### src/rtl/imem_debug_arbiter.sv
// Arbitrates the instruction memory debug port between loader (0) and debug reader (1).
// Latency: grant is combinational; response is registered, one cycle after accept.
// Backpressure: req_ready holds off the loser; responses cannot be stalled.
module imem_debug_arbiter #(
    parameter int ADDR_LIMIT_BITS = 14,
    parameter int MAX_LOCK        = 8
) (
    input  logic        clk,
    input  logic        rst_n,
    input  logic [1:0]  req_valid,
    output logic [1:0]  req_ready,
    input  logic [1:0]  req_we,
    input  logic [1:0]  req_lock,
    input  logic [29:0] req_addr0,
    input  logic [29:0] req_addr1,
    input  logic [31:0] req_wdata0,
    input  logic [31:0] req_wdata1,
    output logic [1:0]  resp_valid,
    output logic [31:0] resp_data,
    output logic        resp_err,
    output logic        write_en,
    output logic [29:0] debug_addr,
    output logic [31:0] debug_input,
    input  logic [31:0] debug_data
);
    localparam int CNT_W = $clog2(MAX_LOCK + 1);

    logic             last_q;
    logic             lock_q, lock_nxt;
    logic             owner_q, owner_nxt;
    logic [CNT_W-1:0] cnt_q, cnt_nxt;
    logic             forced;
    logic             gnt_any;
    logic             gnt_id;
    logic             in_range;
    logic [1:0]       resp_valid_q;
    logic             resp_err_q;

    assign forced = lock_q && (cnt_q >= CNT_W'(MAX_LOCK));

    always_comb begin
        gnt_any = 1'b0;
        gnt_id  = 1'b0;
        if (rst_n) begin
            case (req_valid)
                2'b01: begin
                    gnt_any = 1'b1;
                    gnt_id  = 1'b0;
                end
                2'b10: begin
                    gnt_any = 1'b1;
                    gnt_id  = 1'b1;
                end
                2'b11: begin
                    gnt_any = 1'b1;
                    if (lock_q)
                        gnt_id = forced ? ~owner_q : owner_q;
                    else
                        gnt_id = ~last_q;
                end
                default: ;
            endcase
        end
    end

    always_comb begin
        req_ready   = 2'b00;
        debug_addr  = gnt_id ? req_addr1 : req_addr0;
        debug_input = gnt_id ? req_wdata1 : req_wdata0;
        in_range    = (debug_addr[29:ADDR_LIMIT_BITS-2] == '0);
        write_en    = gnt_any && req_we[gnt_id] && in_range;
        if (gnt_any)
            req_ready = gnt_id ? 2'b10 : 2'b01;
    end

    // A fresh lock request from the other side takes over even in the forced-out cycle.
    always_comb begin
        lock_nxt  = lock_q;
        owner_nxt = owner_q;
        cnt_nxt   = cnt_q;
        if (lock_q && !req_valid[owner_q]) begin
            lock_nxt = 1'b0;
            cnt_nxt  = '0;
        end
        if (gnt_any) begin
            if (req_lock[gnt_id]) begin
                if (lock_q && (owner_q == gnt_id)) begin
                    if (cnt_q < CNT_W'(MAX_LOCK))
                        cnt_nxt = cnt_q + CNT_W'(1);
                end else begin
                    lock_nxt  = 1'b1;
                    owner_nxt = gnt_id;
                    cnt_nxt   = CNT_W'(1);
                end
            end else begin
                lock_nxt = 1'b0;
                cnt_nxt  = '0;
            end
        end
    end

    always_ff @(posedge clk or negedge rst_n) begin
        if (!rst_n) begin
            last_q       <= 1'b1;
            lock_q       <= 1'b0;
            owner_q      <= 1'b0;
            cnt_q        <= '0;
            resp_valid_q <= 2'b00;
            resp_err_q   <= 1'b0;
        end else begin
            lock_q       <= lock_nxt;
            owner_q      <= owner_nxt;
            cnt_q        <= cnt_nxt;
            if (gnt_any)
                last_q <= gnt_id;
            resp_valid_q <= req_ready;
            resp_err_q   <= gnt_any && !in_range;
        end
    end

    // Memory read data lands in the response cycle, so it is muxed, not re-registered.
    assign resp_valid = resp_valid_q;
    assign resp_err   = resp_err_q;
    assign resp_data  = ((|resp_valid_q) && !resp_err_q) ? debug_data : 32'h0;

endmodule
### config.mk
export PLATFORM = sky130hd
export DESIGN_NAME = imem_debug_arbiter
export DESIGN_NICKNAME = d
export VERILOG_FILES = /design/src/rtl/imem_debug_arbiter.sv
export SDC_FILE = /design/constraint.sdc
export NUM_CORES = 1
export LEC_CHECK = 0
export BUFFER_PORTS_ARGS = -buffer_cell sky130_fd_sc_hd__clkbuf_2
export CAP_MARGIN = 15
export CORE_AREA = 2 2 102 104
export CTS_BUF_LIST = sky130_fd_sc_hd__clkbuf_16
export DETAILED_ROUTE_END_ITERATION = 10
export DIE_AREA = 0 0 104 106
export PLACE_DENSITY = 0.51
export SYNTH_ARGS = -nofsm -noshare
export SYNTH_HDL_FRONTEND = slang
export SYNTH_SLANG_ARGS = --single-unit
export TNS_END_PERCENT = 20
### constraint.sdc
create_clock -name clk -period 5.31 [get_ports clk]
set_input_delay 1.062 -clock clk [delete_from_list [all_inputs] [get_ports clk]]
set_output_delay 1.062 -clock clk [all_outputs]
set_load 0.02 [all_outputs]
==> out/results.env, run 1 <==
PIN_COUNT=264
NUM_ANTENNA_CELLS=0
CRIT_PATH_ARRIVAL_TIME_NS=3.14
PLACED_CELLS_INCL_TAPS=703
ROUTABILITYCONGESTION=0.800
PATH_CLK_SLEW_NS=0.04
FIN_TOTAL_PWR_mW=0.568
SYNTH_ENABLE_FLOP_CELLS=0
TIMING.SETUP.CRITICAL_PATH_CLASS='in -> out'
ASYNC_FLOP_SHARE_PCT=100
FINISH.UTILIZATION_PCT=32.1
DESIGN_AREA_SQ_MM=0.00321
POST-CTS-SETUP-BUFFER-COUNT=0
SETUP-TNS-FINAL_NS=0
WORST-SLEW-PIN-TRANSITION_NS=0.878
FILLCELL_TOTAL=1126
SYNTH.AVG_CELL_AREA_SQ_UM=5.52
CP-START-KIND='input pin'
CTS-RESIZED-GATES=0
STD_CELL_ROWS=37
GLOBALROUTE.TOTALOVERFLOW=0
HOLDBUFCOUNTCTS=0
FIN_CRIT_NS=4.20
FLOORPLAN_DIE_AREA_SQ_MM=0.0110
ROUTED-VIA-COUNT=2996
VIAS_IN_THE_FIRST_GLOBAL_ROUTE=2840
CRITPATHREQUIREDTIME_NS=4.25
PATH_DEPTH_OF_THE_WORST_REG2REG_PATH=5
TIMING.FINAL.SETUP_VIOLATIONS=0
DETAILEDPLACEMENTHPWL_MM=7.52
PLACEDINSTANCEAREA_SQ_MM=0.00313
HOLDPATHSTAGES=2
CLKSINKCOUNT=10
PWRDENS_mW_PER_MM2=177
CTS_TREE='done'
YS_SEQ_AREA_SHARE_PCT=14.1
DIEHEIGHT_MICRONS=106
WORST_CASE_SETUP_MARGIN_IN_THE_FINAL_LAYOUT_NS=1.11
TIMING.RR.START='cnt_q[3]'
DRTPASS1ITERATIONS=4
R2R_SLACK_NS=3.10
POSTSYNTHREGISTERBITS=10
FIN_NETS=738
NUMCTSBUFFERS=3
INITIAL_ANTENNA_VIOLATION_COUNT=0
HOLDPATHEND='last_q'
POSTSYNTHNETCOUNT=490
FINISH.CELL_COUNT_WITHOUT_FILLERS=707
NUMPORTBUFFERS=263
POWER.STATIC_LEAKAGE_nW=2.07
SLEW_VIOLATIONS=0
CP-END-KIND='output port'
SYNTH.YOSYS.WARNINGS=0
CP_MAX_FO=54
CLOCK_LATENCY_NS=0.24
DETAIL_ROUTE.WIRELENGTH_MM=8.84
GRT_USE_TOTAL_PCT=14.8
VIAS_PER_CELL=4.24
MAX_FREQ_MHz=238
FIN_CRIT_SH_PCT=79.2
WL_PER_CELL_MICRONS=12.5
CTS_H_TREE_LVLS=1
DIEWIDTH_MICRONS=104
TIMING.CLOCK.SKEW_NS=0.00155
DETAIL-ROUTE-ANTENNA-NETS=0
DRC=0
WHS_NS=0.468
RSZ0062_AT_GRT='no'
MAXIMUM_NUMBER_OF_PINS_ON_ONE_NET_BEFORE_GLOBAL_ROUTE_REPAIR=65
RUN_STATUS='completed'
MAPPEDNETLISTAREA_SQ_MM=0.00179
SYN-INSTANCE-COUNT=324
CAP_VIOLATIONS=0
FP.COREAREA_SQ_MM=0.0100
AREA_GROWTH_SYN_TO_LAYOUT_PCT=79.5
CLOCK_TREE.ROOT_CELL='clkbuf_16'
MAXSLEWHEADROOM_PCT=41.5
SETUP_SLACK_AT_PLACEMENT_NS=1.05
TIMING.HOLD.WORST.CLASS='reg -> reg'
TIMING.RR.END='resp_err'
INITIAL_CORE_UTIL_PCT=17.9
DRIVE_GT1_SHARE_PCT=48.2
DRT_ITER0_DRC=219
REPORT.FINAL.HOLD_VIOL_COUNT=0
GRT_PASS1_WL_MM=13.6
CTS_MAX_PATH_BUFFERS=2
POWER.IR.VDD_WORST_V=0.0000903
HOLD_PATH_STARTPOINT='last_q'
PRIMARY_FF_MASTER_SYNTH='dfrtp_1'
NETLIST-CELL-TYPE-COUNT=39
## synth_stat cells (2+ instances only)
cell type,instances,area (sq um)
o21ai_1,2,10.0
nand4_1,4,25.0
o21ai_0,3,15.0
nor4_1,6,37.5
or4_1,2,15.0
nand2b_1,2,12.5
mux2i_1,2,20.0
o2111ai_1,2,17.5
dfrtp_1,9,225
buf_2,8,40.0
o211ai_1,2,15.0
a21oi_1,4,20.0
a211oi_1,2,15.0
and2_1,33,206
clkbuf_1,5,18.8
buf_6,9,101
nand3_1,5,25.0
ha_1,2,25.0
nor3_1,3,15.0
inv_1,4,15.0
nor2_1,7,26.3
nand2_1,191,717
## cell type report
| type | instances | area (sq um) | area share (%) |
|---|---|---|---|
| inverter | 5 | 18.8 | 0.585 |
| clock inverter | 1 | 3.75 | 0.117 |
| sequential | 10 | 251 | 7.84 |
| timing repair buffer | 266 | 1340 | 41.7 |
| multi-input combinational | 286 | 1350 | 42.1 |
| clock buffer | 3 | 75.1 | 2.34 |
| tap | 136 | 170 | 5.30 |
## layout by cell type, fill, tap and decap left out
cell type	synthesis	layout
clkbuf_2	0	263
nand2_1	191	191
and2_1	33	33
dfrtp_1	9	9
nor2_1	7	7
nor4_1	6	6
nand3_1	5	5
inv_1	4	4
nand4_1	4	4
a21oi_1	4	4
nor3_1	3	3
o21ai_0	3	3
clkbuf_16	0	3
buf_4	1	3
nand2b_1	2	2
o21ai_1	2	2
mux2i_1	2	2
a211oi_1	2	2
o2111ai_1	2	2
o211ai_1	2	2
or4_1	2	2
ha_1	2	2
a311oi_1	1	1
o31ai_1	1	1
o311ai_1	1	1
or2_2	1	1
xnor2_2	1	1
and3b_1	1	1
and3_1	1	1
and4b_1	1	1
a221o_1	1	1
o21a_1	1	1
a211o_2	0	1
inv_2	1	1
nor3_4	1	1
a32o_1	1	1
a22oi_1	1	1
clkinv_1	0	1
dfstp_2	1	1
## registers in the layout, indices dropped and copies added (netlist names)
name / count
owner_q: 1
resp_err: 1
cnt_q: 4
resp_valid: 2
lock_q: 1
last_q: 1
## layer usage
metal	track usage, %	vias to the layer above	share of wire [%]
met1	15.6	1271	37
li1	-	1523	-
met4	4.05	0	2.1
met2	29.6	190	52
met5	0	-	0
met3	3.00	12	8.5
## power breakdown
part	total, mW	switching, mW	internal (mW)
Combinational	0.340	0.210	0.129
Sequential	0.0958	0.0114	0.0844
Clock	0.132	0.0339	0.0986
## cell families (layout without fill, tap and decap cells)
| group | count (synthesis) | after routing | synth area share (%) |
|---|---|---|---|
| compound gates | 23 | 23 | 9.03 |
| xor+xnor | 1 | 1 | 0.910 |
| fa+ha+maj | 2 | 2 | 1.40 |
| buf+inv | 28 | 275 | 10.4 |
| flops | 10 | 10 | 14.1 |
| mux | 2 | 2 | 1.12 |
| simple gates | 258 | 258 | 63.1 |
## worst max-delay path, cell delays in order
cell	delay, ns
clkbuf_2	0.30
nand2_1	0.15
a211o_2	0.30
inv_2	0.61
buf_4	0.33
nand2_1	0.07
nand2_1	0.08
clkbuf_2	0.18
## worst max path at each step
stage | start | to | slack [ns] | depth (start not counted)
2_1_floorplan | req_valid[0] | write_en | 2.00 | 6
3_3_place_gp | rst_n | debug_input[5] | 1.09 | 8
3_5_place_dp | rst_n | debug_input[5] | 1.05 | 8
4_1_cts | rst_n | debug_input[5] | 1.05 | 8
5_1_grt | rst_n | debug_input[5] | 0.87 | 8
6_report | rst_n | debug_input[5] | 1.11 | 8
(Power assumes the default switching activity.)
==> run 2, diff against run 1 <==
--- a/config.mk
+++ b/config.mk
@@ -5,13 +5,14 @@
 export SDC_FILE = /design/constraint.sdc
 export NUM_CORES = 1
 export LEC_CHECK = 0
+export ABC_AREA = 1
 export BUFFER_PORTS_ARGS = -buffer_cell sky130_fd_sc_hd__clkbuf_2
 export CAP_MARGIN = 15
 export CORE_AREA = 2 2 102 104
 export CTS_BUF_LIST = sky130_fd_sc_hd__clkbuf_16
 export DETAILED_ROUTE_END_ITERATION = 10
 export DIE_AREA = 0 0 104 106
-export PLACE_DENSITY = 0.51
+export PLACE_DENSITY = 0.53
 export SYNTH_ARGS = -nofsm -noshare
 export SYNTH_HDL_FRONTEND = slang
 export SYNTH_SLANG_ARGS = --single-unit
==> constraint.sdc (replaced) <==
create_clock -name clk -period 3.85 [get_ports clk]
set_input_delay 0.77 -clock clk [delete_from_list [all_inputs] [get_ports clk]]
set_output_delay 0.77 -clock clk [all_outputs]
set_load 0.02 [all_outputs]
==> run 2 against run 1 <==
Combinational power is 42% higher. Die area is the same. Power rose by 40%. Largest cell class is now non-clock buffers. Worst hold slack lost 0.070 ns. Sequential power up 29%. Utilization rose by 1.1 points. Non-clock buffer count increased by 2. Design area increased by 3.5%. Final cell count grew 8.5%.
==> out/results.env, run 2 <==
DRIVE_GT1_SHARE_PCT=44.7  # -3.5 points
DRC=0  # unchanged
CRIT_CHAIN='clkbuf_2, nand2_1, inv_1, nand2_4, o21ai_0, nand2_1, nor2_1, nand3_1, nor3_2, clkbuf_2'
CRITICAL_PATH.MAX_STAGE_DELAY_NS=0.32  # -0.29 ns
DRT_ITER0_DRC=151  # -31%
SYNTH_AREA_LEADER_CELL='nand2_1'
FIN_CRIT_SH_PCT=85.6
MAPPEDNETLISTAREA_SQ_MM=0.00180  # +0.63%
MAXIMUM_NUMBER_OF_PINS_ON_ONE_NET_BEFORE_GLOBAL_ROUTE_REPAIR=40  # -38%
POWER.IR.VDD_WORST_V=0.000124  # +37%
TIMING.SETUP.CRITICAL_PATH_CLASS='in -> out'
POWER_FRAC_CLOCK_PCT=23.7  # +0.4 points
NUMCTSBUFFERS=3  # unchanged
CLOCK_TREE.ROOT_CELL='clkbuf_16'
FP.COREAREA_SQ_MM=0.0100  # unchanged
CLKSINKCOUNT=10  # unchanged
VIAS_IN_THE_FIRST_GLOBAL_ROUTE=2936  # +3.4%
REPORT.FINAL.HOLD_VIOL_COUNT=0  # unchanged
TIMING.HOLD.WORST.CLASS='in -> async'
LARGEST_REGISTER_FF_COUNT=4  # unchanged
LAYOUT_COMMON_CELLS='263 x clkbuf_2, 193 x nand2_1, 68 x inv_1, 42 x nor2_1'
CRIT_PATH_START='rst_n'
DRTPASS1ITERATIONS=5  # +1
NETLIST-CELL-TYPE-COUNT=29  # -26%
PATH_CLK_SLEW_NS=0.04  # about the same
CRITICAL_PATH.TOP_DELAY_FAMILY='simple AND/OR/NAND/NOR gates'
FIN_CRIT_NS=3.30
YOSYS-TOP-CELLS-COUNT='193 x nand2_1, 68 x inv_1, 42 x nor2_1'
CTS_MAX_PATH_BUFFERS=2  # unchanged
NUMPORTBUFFERS=263  # unchanged
CP_NUM_BUF_INV=3  # -1
SLEW_VIOLATIONS=0  # unchanged
CTS-RESIZED-GATES=0  # unchanged
COMB_POWER_SHARE_PCT=60.6  # +0.8 points
ASYNC_FLOP_SHARE_PCT=100  # unchanged
REGMOSTFLOPS='cnt_q'
CTS_TREE='done'
DETAIL-ROUTE-ANTENNA-NETS=0  # unchanged
P_SW_mW=0.364  # +43%
PWRDENS_mW_PER_MM2=239  # +35%
TIMING.RR.START='cnt_q[3]'
WL_PER_CELL_MICRONS=11.2  # -10%
YS_TOP_CELLS_BY_AREA='nand2_1 40%, inv_1 14%, dfrtp_1 13%, nor2_1 8.8%, nand3b_1 3.8%'
POST-CTS-SETUP-BUFFER-COUNT=0  # unchanged
YS_SEQ_AREA_SHARE_PCT=14.0  # -0.088 points
DIEWIDTH_MICRONS=104  # unchanged
NUM_ANTENNA_CELLS=0  # unchanged
GLOBALROUTE.TOTALOVERFLOW=0  # unchanged
ROUTABILITYCONGESTION=0.833  # +4.1%
CLOCK_LATENCY_NS=0.24  # about the same
INITIAL_ANTENNA_VIOLATION_COUNT=0  # unchanged
AREA_GROWTH_SYN_TO_LAYOUT_PCT=84.7
HOLDBUFCOUNTCTS=0  # unchanged
POSTSYNTHNETCOUNT=542  # +11%
CAP_VIOLATIONS=0  # unchanged
CTS_H_TREE_LVLS=1  # unchanged
TIMING.FINAL.SETUP_VIOLATIONS=0  # unchanged
CP-START-KIND='input pin'
SYNTH.YOSYS.WARNINGS=0  # unchanged
INTERNAL_POWER_mW=0.430  # +38%
INITIAL_CORE_UTIL_PCT=18.0  # +0.11 points
CP_MAX_FO=39  # -28%
TIMING.CLOCK.SKEW_NS=0.00372  # +0.00218 ns
STD_CELL_ROWS=37  # unchanged
FIN_NETS=798  # +8.1%
WORST-SLEW-PIN-TRANSITION_NS=0.705  # -0.172 ns
SYNTHMOSTINSTANTIATEDCELL='nand2_1'
GRT_PASS1_WL_MM=13.4  # -1.5%
RUN_STATUS='completed'
DIEHEIGHT_MICRONS=106  # unchanged
FIN_TOTAL_PWR_mW=0.794  # +40%
POWER.STATIC_LEAKAGE_nW=2.38  # +15%
CP-END-KIND='output port'
SEQ_POWER_SHARE_PCT=15.7  # -1.2 points
POSTSYNTHREGISTERBITS=10  # unchanged
RSZ0062_AT_GRT='no'
CRITPATHREQUIREDTIME_NS=3.08  # -1.17 ns
PIN_COUNT=264  # unchanged
SETUP-TNS-FINAL_NS=0  # unchanged
GRT_USE_TOTAL_PCT=14.5  # -0.35 points
ROUTED-VIA-COUNT=3143  # +4.9%
TIMING.CRITICAL_PATH.SLOWEST_STAGE_CELL='o21ai_0'
YOSYSTOPAREACELLSHARE_PCT=40.3  # +0.17 points
SYNTH.AVG_CELL_AREA_SQ_UM=4.79  # -13%
PRIMARY_FF_MASTER_SYNTH='dfrtp_1'
MAXSLEWHEADROOM_PCT=52.5  # +11 points
WORST_CASE_SETUP_MARGIN_IN_THE_FINAL_LAYOUT_NS=0.554  # -0.551 ns
MAX_FREQ_MHz=303
VIAS_PER_CELL=4.10  # -3.3%
POWER.SWITCHING_FRACTION_PCT=45.9  # +0.87 points
MOST_COMMON_CELL_AFTER_LAYOUT_FILL_AND_TAPS_ASIDE='clkbuf_2'
DETAILEDPLACEMENTHPWL_MM=7.39  # -1.7%
CRIT_PATH_ARRIVAL_TIME_NS=2.53  # -0.61 ns
FLOORPLAN_DIE_AREA_SQ_MM=0.0110  # unchanged
SYNTH_ENABLE_FLOP_CELLS=0  # unchanged
DETAIL_ROUTE.WIRELENGTH_MM=8.60  # -2.7%
SYN-INSTANCE-COUNT=376  # +16%
SETUP_SLACK_AT_PLACEMENT_NS=0.474  # -0.572 ns
run 2: cell types whose count changed in the layout (fill, tap and decap cells not counted), sizes merged, moves of 4 or more:
| cell | change |
|---|---|
| o21ai | +4 |
| inv | +64 |
| and2 | -33 |
| nand4 | -4 |
| nand3b | +9 |
| nand2 | +5 |
| nor4 | -6 |
| nor2 | +35 |
run 2: cell type report:
class                      count  area, sq um
clock buffer                   3         75.1
fill                        1115         6680
inverter                      69          259
clock inverter                 1         3.75
sequential                    10          251
tap                          136          170
multi-input combinational    280         1200
timing repair buffer         268         1360
run 2: path summary, 6_finish.rpt:
path	slack (ns)	cells after the start	to
min in group clk	0.54	2	last_q
worst min-delay path	0.40	1	cnt_q[3]
worst max-delay path	0.55	10	write_en
worst min register to register	0.54	2	last_q
max in group asynchronous	3.18	1	last_q
worst max register to register	1.50	12	resp_err
run 2: per-stage QoR:
| step | utilization [%] | cell area, sq um | hold WS [ns] | instances |
|---|---|---|---|---|
| final | 33.2 | 3320 | 0.398 | 767 |
| after global routing | 33.2 | 3320 | 0.417 | 767 |
| after CTS | 33.1 | 3310 | 0.403 | 766 |
| after detailed placement | 32.3 | 3230 | 0.530 | 762 |
| after global placement | 32.3 | 3230 | 0.538 | 762 |
| after floorplan | - | 1800 | 0.474 | 376 |
run 2: routing by layer:
layer	global-route usage, %	up-vias	routed length, microns
li1	-	1601	-
met3	3.00	15	751
met2	27.3	177	4260
met5	0	-	0
met1	16.5	1350	3390
met4	3.76	0	203
run 2: kinds of logic after synthesis:
logic type | Yosys count | synth area share [%]
compound gates | 21 | 7.37
xor+xnor | 1 | 0.487
fa+ha+maj | 2 | 1.39
buf+inv | 86 | 19.8
flops | 10 | 14.0
simple gates | 256 | 57.0
run 2: power by group through the flow:
stage               logic [mW]  registers (mW)  clock network (mW)
floorplan                0.279           0.126                   0
global placement         0.483           0.126                   0
detailed placement       0.483           0.126                   0
CTS                      0.485           0.124               0.190
global route             0.531           0.126               0.196
finish                   0.482           0.124               0.188
==> run 3, diff against run 2 <==
--- a/config.mk
+++ b/config.mk
@@ -5,14 +5,13 @@
 export SDC_FILE = /design/constraint.sdc
 export NUM_CORES = 1
 export LEC_CHECK = 0
-export ABC_AREA = 1
 export BUFFER_PORTS_ARGS = -buffer_cell sky130_fd_sc_hd__clkbuf_2
 export CAP_MARGIN = 15
-export CORE_AREA = 2 2 102 104
+export CORE_AREA = 2 2 104 106
 export CTS_BUF_LIST = sky130_fd_sc_hd__clkbuf_16
 export DETAILED_ROUTE_END_ITERATION = 10
-export DIE_AREA = 0 0 104 106
-export PLACE_DENSITY = 0.53
+export DIE_AREA = 0 0 106 108
+export PLACE_DENSITY = 0.51
 export SYNTH_ARGS = -nofsm -noshare
 export SYNTH_HDL_FRONTEND = slang
 export SYNTH_SLANG_ARGS = --single-unit
==> run 3 against run 2 <==
Clock skew about the same. Flip-flop and latch count did not move. Count of clock-buffer cells in the layout is the same. Worst hold slack gained 0.079 ns. Power decreased by 1.2%. Design area down 2.8%. Global-route usage decreased by 0.49 points. Largest power group unchanged. Critical endpoint is now debug_input[13]. Wire length up 7.8%. Fmax increased by 4.6%. Utilization shrank 1.7 points. Clock power decreased by 3%.
==> out/results.env, run 3 (synthesis gave the netlist of run 1 again) <==
VIAS_PER_CELL=4.24  # +3.5%
LARGEST_REGISTER_FF_COUNT=4  # unchanged
PATH_CLK_SLEW_NS=0.04  # about the same
GRT_USE_TOTAL_PCT=14.0  # -0.49 points
DETAILEDPLACEMENTHPWL_MM=7.99  # +8.1%
CLOCK_LATENCY_NS=0.23  # about the same
LAYOUT_COMMON_CELLS='263 x clkbuf_2, 191 x nand2_1, 33 x and2_1, 9 x dfrtp_1, 7 x nor2_1'
ROUTED-VIA-COUNT=3002  # -4.5%
CLKSINKCOUNT=10  # unchanged
TIMING.HOLD.WORST.CLASS='reg -> reg'
HOLDPATHEND='last_q'
CTS_MAX_PATH_BUFFERS=2  # unchanged
FIN_NETS=739  # -7.4%
POWER.IR.VDD_WORST_V=0.000127  # +2.7%
HOLDPATHSTAGES=2
AREA_GROWTH_SYN_TO_LAYOUT_PCT=80.6
POST-CTS-SETUP-BUFFER-COUNT=0  # unchanged
TIMING.RR.START='cnt_q[3]'
P_SW_mW=0.351  # -3.6%
CAP_VIOLATIONS=0  # unchanged
DIEWIDTH_MICRONS=106  # +1.9%
NUM_ANTENNA_CELLS=0  # unchanged
SETUP-TNS-FINAL_NS=0  # unchanged
CP_NUM_BUF_INV=4  # +1
DRT_ITER0_DRC=131  # -13%
TIMING.CRITICAL_PATH.SLOWEST_STAGE_CELL='a211o_2'
HOLDBUFCOUNTCTS=0  # unchanged
DIEHEIGHT_MICRONS=108  # +1.9%
WHS_NS=0.477  # +0.0792 ns
SEQ_POWER_SHARE_PCT=16.9  # +1.2 points
WL_PER_CELL_MICRONS=13.1  # +17%
INITIAL_CORE_UTIL_PCT=17.5  # -0.52 points
MAXSLEWHEADROOM_PCT=53.6  # +1.1 points
VIAS_IN_THE_FIRST_GLOBAL_ROUTE=2755  # -6.2%
CTS_TREE='done'
PIN_COUNT=264  # unchanged
TIMING.RR.END='resp_err'
FLOORPLAN_DIE_AREA_SQ_MM=0.0114  # +3.8%
PWRDENS_mW_PER_MM2=243  # +1.7%
R2R_SLACK_NS=1.95  # +0.45 ns
POWER.SWITCHING_FRACTION_PCT=44.8  # -1.1 points
NUMPORTBUFFERS=263  # unchanged
MAX_FREQ_MHz=317  # +4.6%
COMB_POWER_SHARE_PCT=60.0  # -0.6 points
CRIT_PATH_ARRIVAL_TIME_NS=2.38  # -0.15 ns
DRC=0  # unchanged
INITIAL_ANTENNA_VIOLATION_COUNT=0  # unchanged
CRITPATHREQUIREDTIME_NS=3.08  # about the same
FIN_TOTAL_PWR_mW=0.785  # -1.2%
FIN_CRIT_NS=3.15  # -0.145 ns
TIMING.CLOCK.SKEW_NS=0.00336  # -0.000366 ns
NUMCTSBUFFERS=3  # unchanged
CRITICAL_PATH.MAX_STAGE_DELAY_NS=0.35  # +0.03 ns
STD_CELL_ROWS=37  # unchanged
GLOBALROUTE.TOTALOVERFLOW=0  # unchanged
CP_MAX_FO=48  # +23%
WORSTSETUPPATHDEPTH=8  # -2
MOST_COMMON_CELL_AFTER_LAYOUT_FILL_AND_TAPS_ASIDE='clkbuf_2'
INTERNAL_POWER_mW=0.434  # +0.87%
DRIVE_GT1_SHARE_PCT=48.3  # +3.6 points
CRIT_CHAIN='clkbuf_2, and3b_1, a211o_2, inv_2, buf_12, nand2_1, nand2_1, clkbuf_2'
DETAIL_ROUTE.WIRELENGTH_MM=9.27  # +7.8%
MAXIMUM_NUMBER_OF_PINS_ON_ONE_NET_BEFORE_GLOBAL_ROUTE_REPAIR=64  # +60%
CTS-RESIZED-GATES=0  # unchanged
CP-END-KIND='output port'
TIMING.FINAL.SETUP_VIOLATIONS=0  # unchanged
DETAIL-ROUTE-ANTENNA-NETS=0  # unchanged
RUN_STATUS='completed'
CLOCK_TREE.ROOT_CELL='clkbuf_16'
WORST-SLEW-PIN-TRANSITION_NS=0.691  # -0.0140 ns
POWER.STATIC_LEAKAGE_nW=2.08  # -12%
REGMOSTFLOPS='cnt_q'
PATH_DEPTH_OF_THE_WORST_REG2REG_PATH=5  # -7
SLEW_VIOLATIONS=0  # unchanged
TIMING.SETUP.CRITICAL_PATH_CLASS='in -> out'
FP.COREAREA_SQ_MM=0.0102  # +2.3%
RSZ0062_AT_GRT='no'
HOLD_PATH_STARTPOINT='last_q'
ROUTABILITYCONGESTION=0.898  # +7.8%
POWER_FRAC_CLOCK_PCT=23.1  # -0.6 points
REPORT.FINAL.HOLD_VIOL_COUNT=0  # unchanged
DRTPASS1ITERATIONS=4  # -1
GRT_PASS1_WL_MM=13.1  # -1.8%
FIN_CRIT_SH_PCT=81.8  # -3.8 points
CP-START-KIND='input pin'
CTS_H_TREE_LVLS=1  # unchanged
CRITICAL_PATH.TOP_DELAY_FAMILY='buffers and inverters'
[run 3: per-layer routing]
metal  routed length [microns]  track usage (%)
met1                      3530             16.0
met3                       636             1.87
met5                         0                0
met4                       146             3.38
met2                      4960             27.4
[run 3: how the worst max path moves through the flow]
stage / from / endpoint / slack, ns
floorplan: req_valid[0] / write_en / 1.12
global placement: req_valid[0] / debug_input[13] / 0.77
detailed placement: req_valid[0] / debug_input[1] / 0.70
CTS: req_valid[0] / debug_input[1] / 0.68
global route: req_valid[0] / debug_input[11] / 0.57
finish: req_valid[0] / debug_input[13] / 0.70
[run 3: power groups by stage]
| stage | registers (mW) | clock network [mW] | logic (mW) |
|---|---|---|---|
| 3_3_place_gp | 0.134 | 0 | 0.473 |
| 4_1_cts | 0.133 | 0.185 | 0.477 |
| 3_5_place_dp | 0.133 | 0 | 0.474 |
| 6_report | 0.133 | 0.182 | 0.471 |
| 5_1_grt | 0.135 | 0.191 | 0.516 |
| 2_1_floorplan | 0.126 | 0 | 0.286 |
[run 3: cell type report]
type / count / area [sq um]
fill: 1175 / 7000
tap: 136 / 170
multi-input combinational: 286 / 1350
clock buffer: 3 / 75.1
clock inverter: 1 / 3.75
sequential: 10 / 251
timing repair buffer: 267 / 1360
inverter: 5 / 18.8
[run 3: worst reg2reg max path: stages, from the launching register on]
cell	delay [ns]
dfrtp_1	0.51
xnor2_2	0.22
a211o_2	0.40
inv_2	0.28
nor3_1	0.14
nor3_1	0.24
[run 3: per-stage QoR]
step	cell area [sq um]	cells	util (%)	setup WS [ns]
after floorplan	1790	324	-	1.12
after global placement	3150	704	30.8	0.774
after detailed placement	3150	704	30.8	0.695
after CTS	3230	708	31.6	0.684
after global routing	3230	708	31.6	0.570
final	3230	708	31.6	0.699
